File: config.mk
export PLATFORM = sky130hd
export DESIGN_NAME = ul_agc_gain_ctrl_flat
export DESIGN_NICKNAME = d
export VERILOG_FILES = /design/src/rtl/ul_agc_gain_ctrl_if.sv /design/src/rtl/ul_agc_gain_ctrl.sv /design/src/flat_wrapper.sv
export SDC_FILE = /design/constraint.sdc
export NUM_CORES = 2
export LEC_CHECK = 0
export CAP_MARGIN = 20
export CORE_AREA = 10 10 373 285
export CTS_BUF_LIST = sky130_fd_sc_hd__clkbuf_4 sky130_fd_sc_hd__clkbuf_8
export DETAILED_ROUTE_END_ITERATION = 10
export DIE_AREA = 0 0 383 295
export SLEW_MARGIN = 10
export SYNTH_ARGS = -nofsm -noshare
export SYNTH_HDL_FRONTEND = slang
export SYNTH_SLANG_ARGS = --single-unit
export TNS_END_PERCENT = 100
File: constraint.sdc
create_clock -name clk_245 -period 17.9 [get_ports clk_245]
set_input_delay 5.37 -clock clk_245 [delete_from_list [all_inputs] [get_ports clk_245]]
set_output_delay 5.37 -clock clk_245 [all_outputs]
set_load 0.01 [all_outputs]
File: src/rtl/ul_agc_gain_ctrl_if.sv
// rtl/ul_agc_gain_ctrl_if.sv - uplink sample stream bundle for the AGC gain controller
//
// Purpose: carries the TDM-interleaved uplink I/Q stream and its frame head.
// Signals:
//   i_data        32  sample, I=[31:16], Q=[15:0], two's complement
//   i_data_valid   1  sample qualifier
//   i_fram_hd      1  one-cycle frame head pulse, marks slot 0
// Modports: master drives the stream, slave (the gain controller) consumes it.
interface ul_agc_gain_ctrl_if;
    logic [31:0] i_data;
    logic        i_data_valid;
    logic        i_fram_hd;

    modport master (output i_data, output i_data_valid, output i_fram_hd);
    modport slave  (input  i_data, input  i_data_valid, input  i_fram_hd);
endinterface

File: src/rtl/ul_agc_gain_ctrl.sv
// rtl/ul_agc_gain_ctrl.sv - closed-loop per-antenna gain index controller for the uplink AGC
//
// Purpose: measures mean I/Q power per interleaved antenna over a window of
// 2^WIN_LOG2 rounds, steps each antenna's gain-table index against high/low
// thresholds, and applies the new indices at the following frame head.
// Ports:
//   clk_245, asy_rst       clock, asynchronous active-high reset
//   bus (slave)            i_data / i_data_valid / i_fram_hd stream
//   i_enable               1 = closed loop, 0 = manual (outputs follow i_idx_init)
//   i_idx_init             manual / seed gain index
//   i_step                 index step per update (0 = hold)
//   i_thr_hi, i_thr_lo     mean-power thresholds
//   o_a0_gain..o_a3_gain   gain words, [7:0] = index, [15:8] = 0
//   o_upd_pulse            one cycle when new gains are applied
//   o_state                FSM state (debug)
module ul_agc_gain_ctrl #(
    parameter int XNUM     = 4,
    parameter int WIN_LOG2 = 12,
    parameter int ACC_W    = 48,
    parameter int IDX_MAX  = 255
) (
    input  logic                    clk_245,
    input  logic                    asy_rst,
    ul_agc_gain_ctrl_if.slave       bus,
    input  logic                    i_enable,
    input  logic [7:0]              i_idx_init,
    input  logic [3:0]              i_step,
    input  logic [31:0]             i_thr_hi,
    input  logic [31:0]             i_thr_lo,
    output logic [15:0]             o_a0_gain,
    output logic [15:0]             o_a1_gain,
    output logic [15:0]             o_a2_gain,
    output logic [15:0]             o_a3_gain,
    output logic                    o_upd_pulse,
    output logic [2:0]              o_state
);
    typedef enum logic [2:0] {
        IDLE    = 3'd0,
        ACC     = 3'd1,
        DRAIN   = 3'd2,
        EVAL    = 3'd3,
        WAIT_HD = 3'd4
    } state_t;

    state_t              state;
    logic [1:0]          slot_q, slot;
    logic [WIN_LOG2-1:0] rnd;
    logic [1:0]          dcnt;
    logic [1:0]          ev_k;
    logic [7:0]          gain [4];
    logic [7:0]          nxt  [4];
    logic [ACC_W-1:0]    acc  [4];

    // Slot 0 is the head cycle itself, so realignment is combinational.
    assign slot = bus.i_fram_hd ? 2'd0 : slot_q;

    always_ff @(posedge clk_245 or posedge asy_rst) begin
        if (asy_rst) slot_q <= 2'd0;
        else         slot_q <= (slot == 2'(XNUM - 1)) ? 2'd0 : slot + 2'd1;
    end

    // Window start: leaving IDLE or WAIT_HD on a head. That head's sample belongs to the new window.
    logic head_go, accept, clr_acc;
    assign head_go = bus.i_fram_hd && i_enable && (state == IDLE || state == WAIT_HD);
    assign accept  = bus.i_data_valid && i_enable && (state == ACC || head_go);
    assign clr_acc = !i_enable || head_go;

    // Power pipeline: P1 squares, P2 sums, P3 accumulates with the slot tag delayed alongside.
    logic signed [15:0] di, dq;
    logic signed [31:0] sq_i, sq_q;
    logic [31:0]        p1_i, p1_q;
    logic [32:0]        p2;
    logic               v1, v2;
    logic [1:0]         t1, t2;
    logic [ACC_W:0]     acc_sum;

    assign di      = bus.i_data[31:16];
    assign dq      = bus.i_data[15:0];
    assign sq_i    = 32'(di) * 32'(di);
    assign sq_q    = 32'(dq) * 32'(dq);
    assign acc_sum = {1'b0, acc[t2]} + {{(ACC_W - 32){1'b0}}, p2};

    always_ff @(posedge clk_245 or posedge asy_rst) begin
        if (asy_rst) begin
            p1_i <= '0;
            p1_q <= '0;
            p2   <= '0;
            v1   <= 1'b0;
            v2   <= 1'b0;
            t1   <= '0;
            t2   <= '0;
            for (int k = 0; k < 4; k++) acc[k] <= '0;
        end else begin
            p1_i <= $unsigned(sq_i);
            p1_q <= $unsigned(sq_q);
            v1   <= accept;
            t1   <= slot;
            p2   <= {1'b0, p1_i} + {1'b0, p1_q};
            v2   <= v1 && i_enable;
            t2   <= t1;
            if (clr_acc) begin
                for (int k = 0; k < 4; k++) acc[k] <= '0;
            end else if (v2) begin
                acc[t2] <= acc_sum[ACC_W] ? {ACC_W{1'b1}} : acc_sum[ACC_W-1:0];
            end
        end
    end

    // Evaluation of antenna ev_k against the thresholds.
    logic [ACC_W-1:0] acc_sh;
    logic [31:0]      mean;
    logic [8:0]       up;
    logic [7:0]       g, idx_up, idx_dn, idx_eval;

    always_comb begin
        acc_sh   = acc[ev_k] >> WIN_LOG2;
        mean     = (|acc_sh[ACC_W-1:32]) ? 32'hFFFF_FFFF : acc_sh[31:0];
        g        = gain[ev_k];
        up       = {1'b0, g} + {5'b0, i_step};
        idx_up   = (up > 9'(IDX_MAX)) ? 8'(IDX_MAX) : up[7:0];
        idx_dn   = (g < {4'b0, i_step}) ? 8'd0 : g - {4'b0, i_step};
        // High check first so an inverted threshold pair still steps down.
        if (mean > i_thr_hi)      idx_eval = idx_dn;
        else if (mean < i_thr_lo) idx_eval = idx_up;
        else                      idx_eval = g;
    end

    always_ff @(posedge clk_245 or posedge asy_rst) begin
        if (asy_rst) begin
            state       <= IDLE;
            rnd         <= '0;
            dcnt        <= '0;
            ev_k        <= '0;
            o_upd_pulse <= 1'b0;
            for (int k = 0; k < 4; k++) begin
                gain[k] <= '0;
                nxt[k]  <= '0;
            end
        end else begin
            o_upd_pulse <= 1'b0;
            if (!i_enable) begin
                state <= IDLE;
                for (int k = 0; k < 4; k++) begin
                    gain[k] <= i_idx_init;
                    nxt[k]  <= '0;
                end
            end else begin
                case (state)
                    IDLE: begin
                        for (int k = 0; k < 4; k++)
                            gain[k] <= (bus.i_fram_hd && k >= XNUM) ? 8'd0 : i_idx_init;
                        if (bus.i_fram_hd) begin
                            state <= ACC;
                            rnd   <= '0;
                        end
                    end
                    ACC: begin
                        if (slot == 2'(XNUM - 1)) begin
                            if (rnd == '1) begin
                                state <= DRAIN;
                                dcnt  <= '0;
                            end else begin
                                rnd <= rnd + 1'b1;
                            end
                        end
                    end
                    DRAIN: begin
                        dcnt <= dcnt + 2'd1;
                        if (dcnt == 2'd2) begin
                            state <= EVAL;
                            ev_k  <= '0;
                        end
                    end
                    EVAL: begin
                        nxt[ev_k] <= idx_eval;
                        if (ev_k == 2'(XNUM - 1)) state <= WAIT_HD;
                        else                      ev_k  <= ev_k + 2'd1;
                    end
                    WAIT_HD: begin
                        if (bus.i_fram_hd) begin
                            for (int k = 0; k < 4; k++)
                                gain[k] <= (k < XNUM) ? nxt[k] : 8'd0;
                            o_upd_pulse <= 1'b1;
                            state       <= ACC;
                            rnd         <= '0;
                        end
                    end
                    default: state <= IDLE;
                endcase
            end
        end
    end

    assign o_state   = state;
    assign o_a0_gain = {8'h00, gain[0]};
    assign o_a1_gain = {8'h00, gain[1]};
    assign o_a2_gain = {8'h00, gain[2]};
    assign o_a3_gain = {8'h00, gain[3]};
endmodule

File: src/flat_wrapper.sv
// flat-port wrapper written by rule: the top's interface ports become plain ports
module ul_agc_gain_ctrl_flat 
#(
    parameter int XNUM     = 4,
    parameter int WIN_LOG2 = 12,
    parameter int ACC_W    = 48,
    parameter int IDX_MAX  = 255
)
  (clk_245, asy_rst, i_enable, i_idx_init, i_step, i_thr_hi, i_thr_lo, o_a0_gain, o_a1_gain, o_a2_gain, o_a3_gain, o_upd_pulse, o_state, bus_i_data, bus_i_data_valid, bus_i_fram_hd);
  ul_agc_gain_ctrl_if bus_i ();
  input  logic clk_245;
  input  logic asy_rst;
  input  logic i_enable;
  input  logic [7:0] i_idx_init;
  input  logic [3:0] i_step;
  input  logic [31:0] i_thr_hi;
  input  logic [31:0] i_thr_lo;
  output logic [15:0] o_a0_gain;
  output logic [15:0] o_a1_gain;
  output logic [15:0] o_a2_gain;
  output logic [15:0] o_a3_gain;
  output logic o_upd_pulse;
  output logic [2:0] o_state;
  input wire logic [$bits(bus_i.i_data)-1:0] bus_i_data;
  input wire logic [$bits(bus_i.i_data_valid)-1:0] bus_i_data_valid;
  input wire logic [$bits(bus_i.i_fram_hd)-1:0] bus_i_fram_hd;
  assign bus_i.i_data = bus_i_data;
  assign bus_i.i_data_valid = bus_i_data_valid;
  assign bus_i.i_fram_hd = bus_i_fram_hd;
  ul_agc_gain_ctrl #(.XNUM(XNUM), .WIN_LOG2(WIN_LOG2), .ACC_W(ACC_W), .IDX_MAX(IDX_MAX)) u_core (.clk_245(clk_245), .asy_rst(asy_rst), .bus(bus_i), .i_enable(i_enable), .i_idx_init(i_idx_init), .i_step(i_step), .i_thr_hi(i_thr_hi), .i_thr_lo(i_thr_lo), .o_a0_gain(o_a0_gain), .o_a1_gain(o_a1_gain), .o_a2_gain(o_a2_gain), .o_a3_gain(o_a3_gain), .o_upd_pulse(o_upd_pulse), .o_state(o_state));
endmodule
# After elaboration in Yosys (flattened, before gate mapping)
# Index checks and enable logic that the tools add are counted.
# Widths: inputs -> output; s select.
dict set report totals {
  ff_bits 381
  latchBits 0
  ram_bits 0
  romBits 0
  inputBits 113
  out_inout_bits 68
  wordCells 140
  mem_count 0
}
dict set report classes {
  add_sub_neg 8
  n_mul 2
  div 0
  order_cmp 8
  eq_ne 22
  shifts 0
  muxes 50
  n_bitwise 2
  n_reduce_logical 23
}
# cell count
set op_table {}
lappend op_table {{$mux 192} 2}
lappend op_table {{$mux 48} 6}
lappend op_table {{$bmux 48 s2} 2}
lappend op_table {{$bwmux 192} 1}
lappend op_table {{$mux 32} 5}
lappend op_table {{$demux 48 s2} 1}
lappend op_table {{$mul 16x16->32} 2}
lappend op_table {{$pmux 32 s2} 1}
lappend op_table {{$mux 8} 7}
lappend op_table {{$add 48x33->49} 1}
lappend op_table {{$mux 12} 3}
lappend op_table {{$add 32x32->33} 1}
lappend op_table {{$bwmux 32} 1}
lappend op_table {{$gt 32x32->1} 1}
lappend op_table {{$lt 32x32->1} 1}
lappend op_table {{$pmux 12 s2} 1}
lappend op_table {{$mux 3} 6}
lappend op_table {{$bmux 8 s2} 1}
lappend op_table {{$demux 8 s2} 1}
lappend op_table {{$add 12x1->12 const B} 1}
lappend op_table {{$eq 12x12->1 const B} 1}
lappend op_table {{$mux 2} 6}
lappend op_table {{$ne 3x2->1 const B} 4}
lappend op_table {{$pmux 3 s4} 1}
lappend op_table {{28 further kinds} 58}

# Logic depth before layout (Yosys ltp)
dict set report logic_depth {
  depth_word 12
  ltp_mapped 26
}

# Least setup slack after synthesis
# No wires, ideal clock.
dict set report synth_timing {
  kind {input to register}
  from {input bus_i_data[31]}
  to {register u_core.p1_i[31]}
  setup_time_ns 0.133
  arrival_time_ns 11.185
  required_time_ns 17.767
  path_slack_ns 6.582
  stages 21
  path_buffers 1
  cell_sequence {inv_1 -> buf_1 -> nor2_1 -> fa_1 -> fa_1 -> fa_1 -> fa_1 -> fa_1 -> inv_1 -> fa_1 -> inv_1 -> ha_1 -> a21o_1 -> a21o_1 -> a21oi_1 -> o21ai_0 -> a31oi_1 -> o31ai_1 -> o41ai_1 -> mux2i_1 -> nand4_1}
}
dict set report synth_between {
  elab_chain_cells 1
}
# element line_no
set synth_lines {}
lappend synth_lines {{start, declared} flat_wrapper.sv:24} ;# input wire logic [$bits(bus_i.i_data)-1:0] bus_i_data;
lappend synth_lines {{$mul 16x16->32} ul_agc_gain_ctrl.sv:79} ;# assign sq_i = 32'(di) * 32'(di);
lappend synth_lines {{named net u_core.sq_i[31]} ul_agc_gain_ctrl.sv:70} ;# logic signed [31:0] sq_i, sq_q;
lappend synth_lines {{end signal, assigned} ul_agc_gain_ctrl.sv:94} ;# p1_i <= $unsigned(sq_i);
lappend synth_lines {{end, declared} ul_agc_gain_ctrl.sv:71} ;# logic [31:0] p1_i, p1_q;
# The timed path passes the listed nets, and every way through them passes these cells.
# A chain may end at the register's enable or synchronous reset.

# Worst setup path after layout
# Ends and elaborated chain as after synthesis.

==> impl_results.md <==
- HPWL after detailed placement: 78.4 mm
- Mapped Avg Cell Area: 9.65 sq um
- Worst slack at placement: 5020 ps
- Netlist area before placement: 0.0393 sq mm
- Switching fraction of total power: 0.489
- Count of final setup violators: 0
- Clock buffers created by TritonCTS: 60
- Gate Count Post-Synth: 4069
- Startpoint of the worst-slack reg-to-reg timing path: u_core.ev_k[0]
- Max frequency: 0.0817 GHz
- Peak supply drop: 0.000298 V
- Ports: 181
- Final wirelength: 103 mm
- Synthesis-stage register bit count: 379
- TritonCTS clock tree: built
- Largest area contributor in the synthesized netlist: sky130_fd_sc_hd__dfrtp_1
- Worst Path Required: 18430 ps
- Relative contribution of combinational cells to total power: 0.767
- Buffers inserted during post-CTS setup optimization: 0
- Area added between synthesis and finish: 10.6%
- Worst clock skew: 76.0 ps
- Internal power: 0.00450 W
- Fraction of the yosys area taken by sequential cells: 0.241
- Via count: 28705
- Endpoint kind of the worst setup timing path: flip-flop
- Start point of the worst min-delay path: u_core.t1[1]
- Number of port buffers: 148
- Number of buffers on the longest clock path: 3
- Top-area cell type share of the netlist area: 0.241
- Static leakage: 21.6 nW
- Adder-Cell Fraction of Synth Area: 0.342
- Outcome: completed
- Critical Path Source: bus_i_data[31]
- Number of pins exceeding their max-slew limit in the final report: 0
- Vertical die dimension: 295 um
- Data arrival at the endpoint of the critical path: 12770 ps
- Post-route worst hold slack: 358 ps
- Total net switching power: 0.00430 W
- Number of distinct library cells after synthesis: 80
- Post-Route Setup TNS: 0 ps
- Overall routing resource usage: 0.182
- Vias per cell: 5.18
- Primary FF master, synth: sky130_fd_sc_hd__dfrtp_1
- Initial antenna violation count: 3
- Dominant combinational cell family by area after synthesis: adder cells
- Worst-path fanout max: 17
- Reg power frac: 0.136
- Portion of netlist area occupied by mux cells: 0.0548
- Category of the worst setup path launch point: primary input
- Number of nets still failing antenna checks after routing: 0
- Clock-pin slew of the registers on the worst-case setup and hold paths: 60 ps
- Clock latency on the worst-skew pair: 720 ps
- Share of cells above drive strength 1: 0.0708
- Core footprint: 0.0986 sq mm
- Simple-gate share of the synthesized area: 0.114
- Register-to-register setup slack: 12400 ps
- Number of enable flip-flop cells after synthesis: 0
- Deepest level of the CTS H-tree: 2
- Number of global-route vias before repair: 29697
- Number of optimization iterations in the first detailed-route pass: 6
- Clock network power share: 0.097
- Share of the clock period used by the worst path: 0.684
- Share of flip-flops with an asynchronous set or reset: 1.00
- Iteration-0 DRC Markers: 1948
- Root buf cell: sky130_fd_sc_hd__clkbuf_8
- Routability congestion estimate from global placement: 0.844
- Post-layout minimum cycle time: 12240 ps
- Worst slew pin tran: 1090 ps
- Post-cts repair resize count: 0
- Global-route congestion overflow total: 0
- Number of nets in the layout: 5068
- Post-route worst setup slack: 5660 ps
- Worst relative slew slack: 0.275
- DRC violation count after routing: 0
- Yosys Warn Count: 0
- Type of the worst setup path: in2reg
- Largest net degree at the start of global routing: 92
- Count of maximum capacitance violations: 0
- Number of failing hold endpoints at the final stage: 0
- Ranking of synthesized cells by area: sky130_fd_sc_hd__dfrtp_1 24%, sky130_fd_sc_hd__fa_1 24%, sky130_fd_sc_hd__ha_1 10%
- Fillers: 9675
- Final Total Pwr: 0.00880 W
- Width of the die: 383 um
- Fraction of the core area covered by cells at the end of the flow: 0.441
- Wire length per cell after detailed routing: 18.6 um
- Die Area: 0.113 sq mm
- Compound-cell area share of the yosys netlist: 0.122
- Class of the tightest hold or removal check: reg2reg
- Cts-stage hold buffer count: 0
- Effective utilization at floorplan: 0.398
- Area share of xor/xnor cells in the synthesized design: 0.0337
- Power per unit of standard cell area: 203 mW/mm^2
- Number of placement rows: 100
- Unrepaired setup endpoints after global routing: no
- Clk sinks: 379
- First-pass GRT wire length: 166 mm
-- placed cells by master, fill, tap and decap left out, types with 27 or more instances in the layout --
cell type | synthesis | routed
sky130_fd_sc_hd__nor2_1 | 209 | 207
sky130_fd_sc_hd__or2_2 | 36 | 36
sky130_fd_sc_hd__o21ai_0 | 170 | 170
sky130_fd_sc_hd__nor2b_1 | 29 | 29
sky130_fd_sc_hd__o21a_1 | 27 | 27
sky130_fd_sc_hd__xor2_1 | 49 | 49
sky130_fd_sc_hd__clkbuf_8 | 0 | 74
sky130_fd_sc_hd__fa_1 | 473 | 473
sky130_fd_sc_hd__dfrtp_1 | 379 | 375
sky130_fd_sc_hd__inv_1 | 749 | 748
sky130_fd_sc_hd__and2_1 | 99 | 98
sky130_fd_sc_hd__a22o_1 | 73 | 73
sky130_fd_sc_hd__nand2_1 | 405 | 403
sky130_fd_sc_hd__a21o_1 | 65 | 65
sky130_fd_sc_hd__nand3_1 | 41 | 40
sky130_fd_sc_hd__nor3_1 | 35 | 33
sky130_fd_sc_hd__xnor2_1 | 102 | 102
sky130_fd_sc_hd__conb_1 | 1 | 32
sky130_fd_sc_hd__o21ai_1 | 42 | 41
sky130_fd_sc_hd__mux4_2 | 87 | 87
sky130_fd_sc_hd__ha_1 | 317 | 317
sky130_fd_sc_hd__a21oi_1 | 222 | 220
sky130_fd_sc_hd__clkdlybuf4s50_1 | 0 | 148
-- synth_stat cells (16+ instances only) --
master,instances
sky130_fd_sc_hd__fa_1,473
sky130_fd_sc_hd__and3_1,21
sky130_fd_sc_hd__nor2_1,209
sky130_fd_sc_hd__nor3_1,35
sky130_fd_sc_hd__mux2i_1,16
sky130_fd_sc_hd__o21a_1,27
sky130_fd_sc_hd__xor2_1,49
sky130_fd_sc_hd__mux4_2,87
sky130_fd_sc_hd__nand3_1,41
sky130_fd_sc_hd__buf_4,32
sky130_fd_sc_hd__a21o_1,65
sky130_fd_sc_hd__inv_1,749
sky130_fd_sc_hd__xnor2_1,102
sky130_fd_sc_hd__and2_1,99
sky130_fd_sc_hd__or2_2,36
sky130_fd_sc_hd__clkbuf_1,118
sky130_fd_sc_hd__a21oi_1,222
sky130_fd_sc_hd__nand2_1,405
sky130_fd_sc_hd__nor2b_1,29
sky130_fd_sc_hd__a22o_1,73
sky130_fd_sc_hd__ha_1,317
sky130_fd_sc_hd__o21ai_0,170
sky130_fd_sc_hd__nand4_1,25
sky130_fd_sc_hd__dfrtp_1,379
sky130_fd_sc_hd__o21ai_1,42
sky130_fd_sc_hd__nand2b_1,23
-- state kept, by name, summed over array words and instances, names as in the netlist --
register and count:
u_core.o_upd_pulse 1, u_core.o_state 3, u_core.t2 2, u_core.o_a3_gain 8, u_core.o_a0_gain 8, u_core.p1_q 31, u_core.rnd 12, u_core.nxt 32
u_core.v2 1, u_core.p1_i 31, u_core.t1 2, u_core.o_a2_gain 8, u_core.p2 33, u_core.dcnt 2, u_core.slot_q 2, u_core.o_a1_gain 8
u_core.v1 1, u_core.ev_k 2, u_core.acc 192
-- cell type report --
type | count | area (sq um) | share of cell area
Antenna cell | 1 | 2.50 | 0.0000576
Clock buffer | 92 | 1150 | 0.0266
Clock inverter | 17 | 220 | 0.00507
Inverter | 751 | 2830 | 0.0651
Multi-Input combinational cell | 2798 | 26400 | 0.607
Sequential cell | 379 | 9490 | 0.219
Tap cell | 1326 | 1660 | 0.0382
Timing Repair Buffer | 175 | 1700 | 0.0392
-- power by group through the flow --
| stage | Sequential, W | Clock, W | Combinational [W] |
|---|---|---|---|
| 6_report | 0.00119 | 0.000854 | 0.00675 |
| 5_1_grt | 0.00120 | 0.000910 | 0.00775 |
| 4_1_cts | 0.00119 | 0.000873 | 0.00684 |
| 3_5_place_dp | 0.00121 | 0 | 0.00680 |
| 3_3_place_gp | 0.00121 | 0 | 0.00672 |
| 2_1_floorplan | 0.00115 | 0 | 0.00531 |
-- cells by family (layout without fill, tap and decap cells) --
| kind of cell | Yosys count | count (layout) |
|---|---|---|
| other | 1 | 33 |
| AO/OA/AOI/OAI | 751 | 751 |
| AND/OR/NAND/NOR | 968 | 968 |
| multiplexers | 106 | 106 |
| buffers and inverters | 923 | 1035 |
| adder cells (fa/ha/maj) | 790 | 790 |
| XOR/XNOR | 151 | 151 |
| flip-flops | 379 | 379 |
-- final timing paths --
path,to,cells after the start
setup / recovery,u_core.p1_i[31],21
max in group asynchronous,u_core.p1_i[29],4
setup reg to reg,u_core.nxt[13],13
hold / removal,u_core.t2[1],0
hold reg to reg,u_core.t2[1],0
min in group asynchronous,u_core.acc[48],2
-- critical path, cell delays in order --
cell	delay [ps]
sky130_fd_sc_hd__clkdlybuf4s50_1	910
sky130_fd_sc_hd__inv_1	490
sky130_fd_sc_hd__nor2_1	350
sky130_fd_sc_hd__fa_1	600
sky130_fd_sc_hd__fa_1	860
sky130_fd_sc_hd__fa_1	530
sky130_fd_sc_hd__fa_1	500
sky130_fd_sc_hd__fa_1	490
sky130_fd_sc_hd__inv_1	50
sky130_fd_sc_hd__fa_1	470
sky130_fd_sc_hd__inv_1	40
sky130_fd_sc_hd__ha_1	340
sky130_fd_sc_hd__a21o_1	200
sky130_fd_sc_hd__a21o_1	160
sky130_fd_sc_hd__a21oi_1	130
sky130_fd_sc_hd__o21ai_0	130
sky130_fd_sc_hd__a31oi_1	190
sky130_fd_sc_hd__o31ai_1	130
sky130_fd_sc_hd__o41ai_1	500
sky130_fd_sc_hd__mux2i_1	240
sky130_fd_sc_hd__nand4_1	90
-- metrics by stage --
stage | cell area [sq um] | instances
3_3_place_gp | 42000 | 5428
3_5_place_dp | 42000 | 5428
2_1_floorplan | 39400 | 4100
4_1_cts | 43400 | 5537
6_report | 43500 | 5539
5_1_grt | 43500 | 5539
-- routing by layer --
layer / track usage / wire length (um) / share of wire / vias up
met5: 0 / 19 / 0.00018 / -
met4: 0.0442 / 2210 / 0.022 / 4
met3: 0.0383 / 6660 / 0.065 / 127
met2: 0.288 / 47200 / 0.46 / 781
met1: 0.256 / 46800 / 0.45 / 14374
li1: - / - / - / 13419
Note: power is estimated with default switching activity, not from simulation.
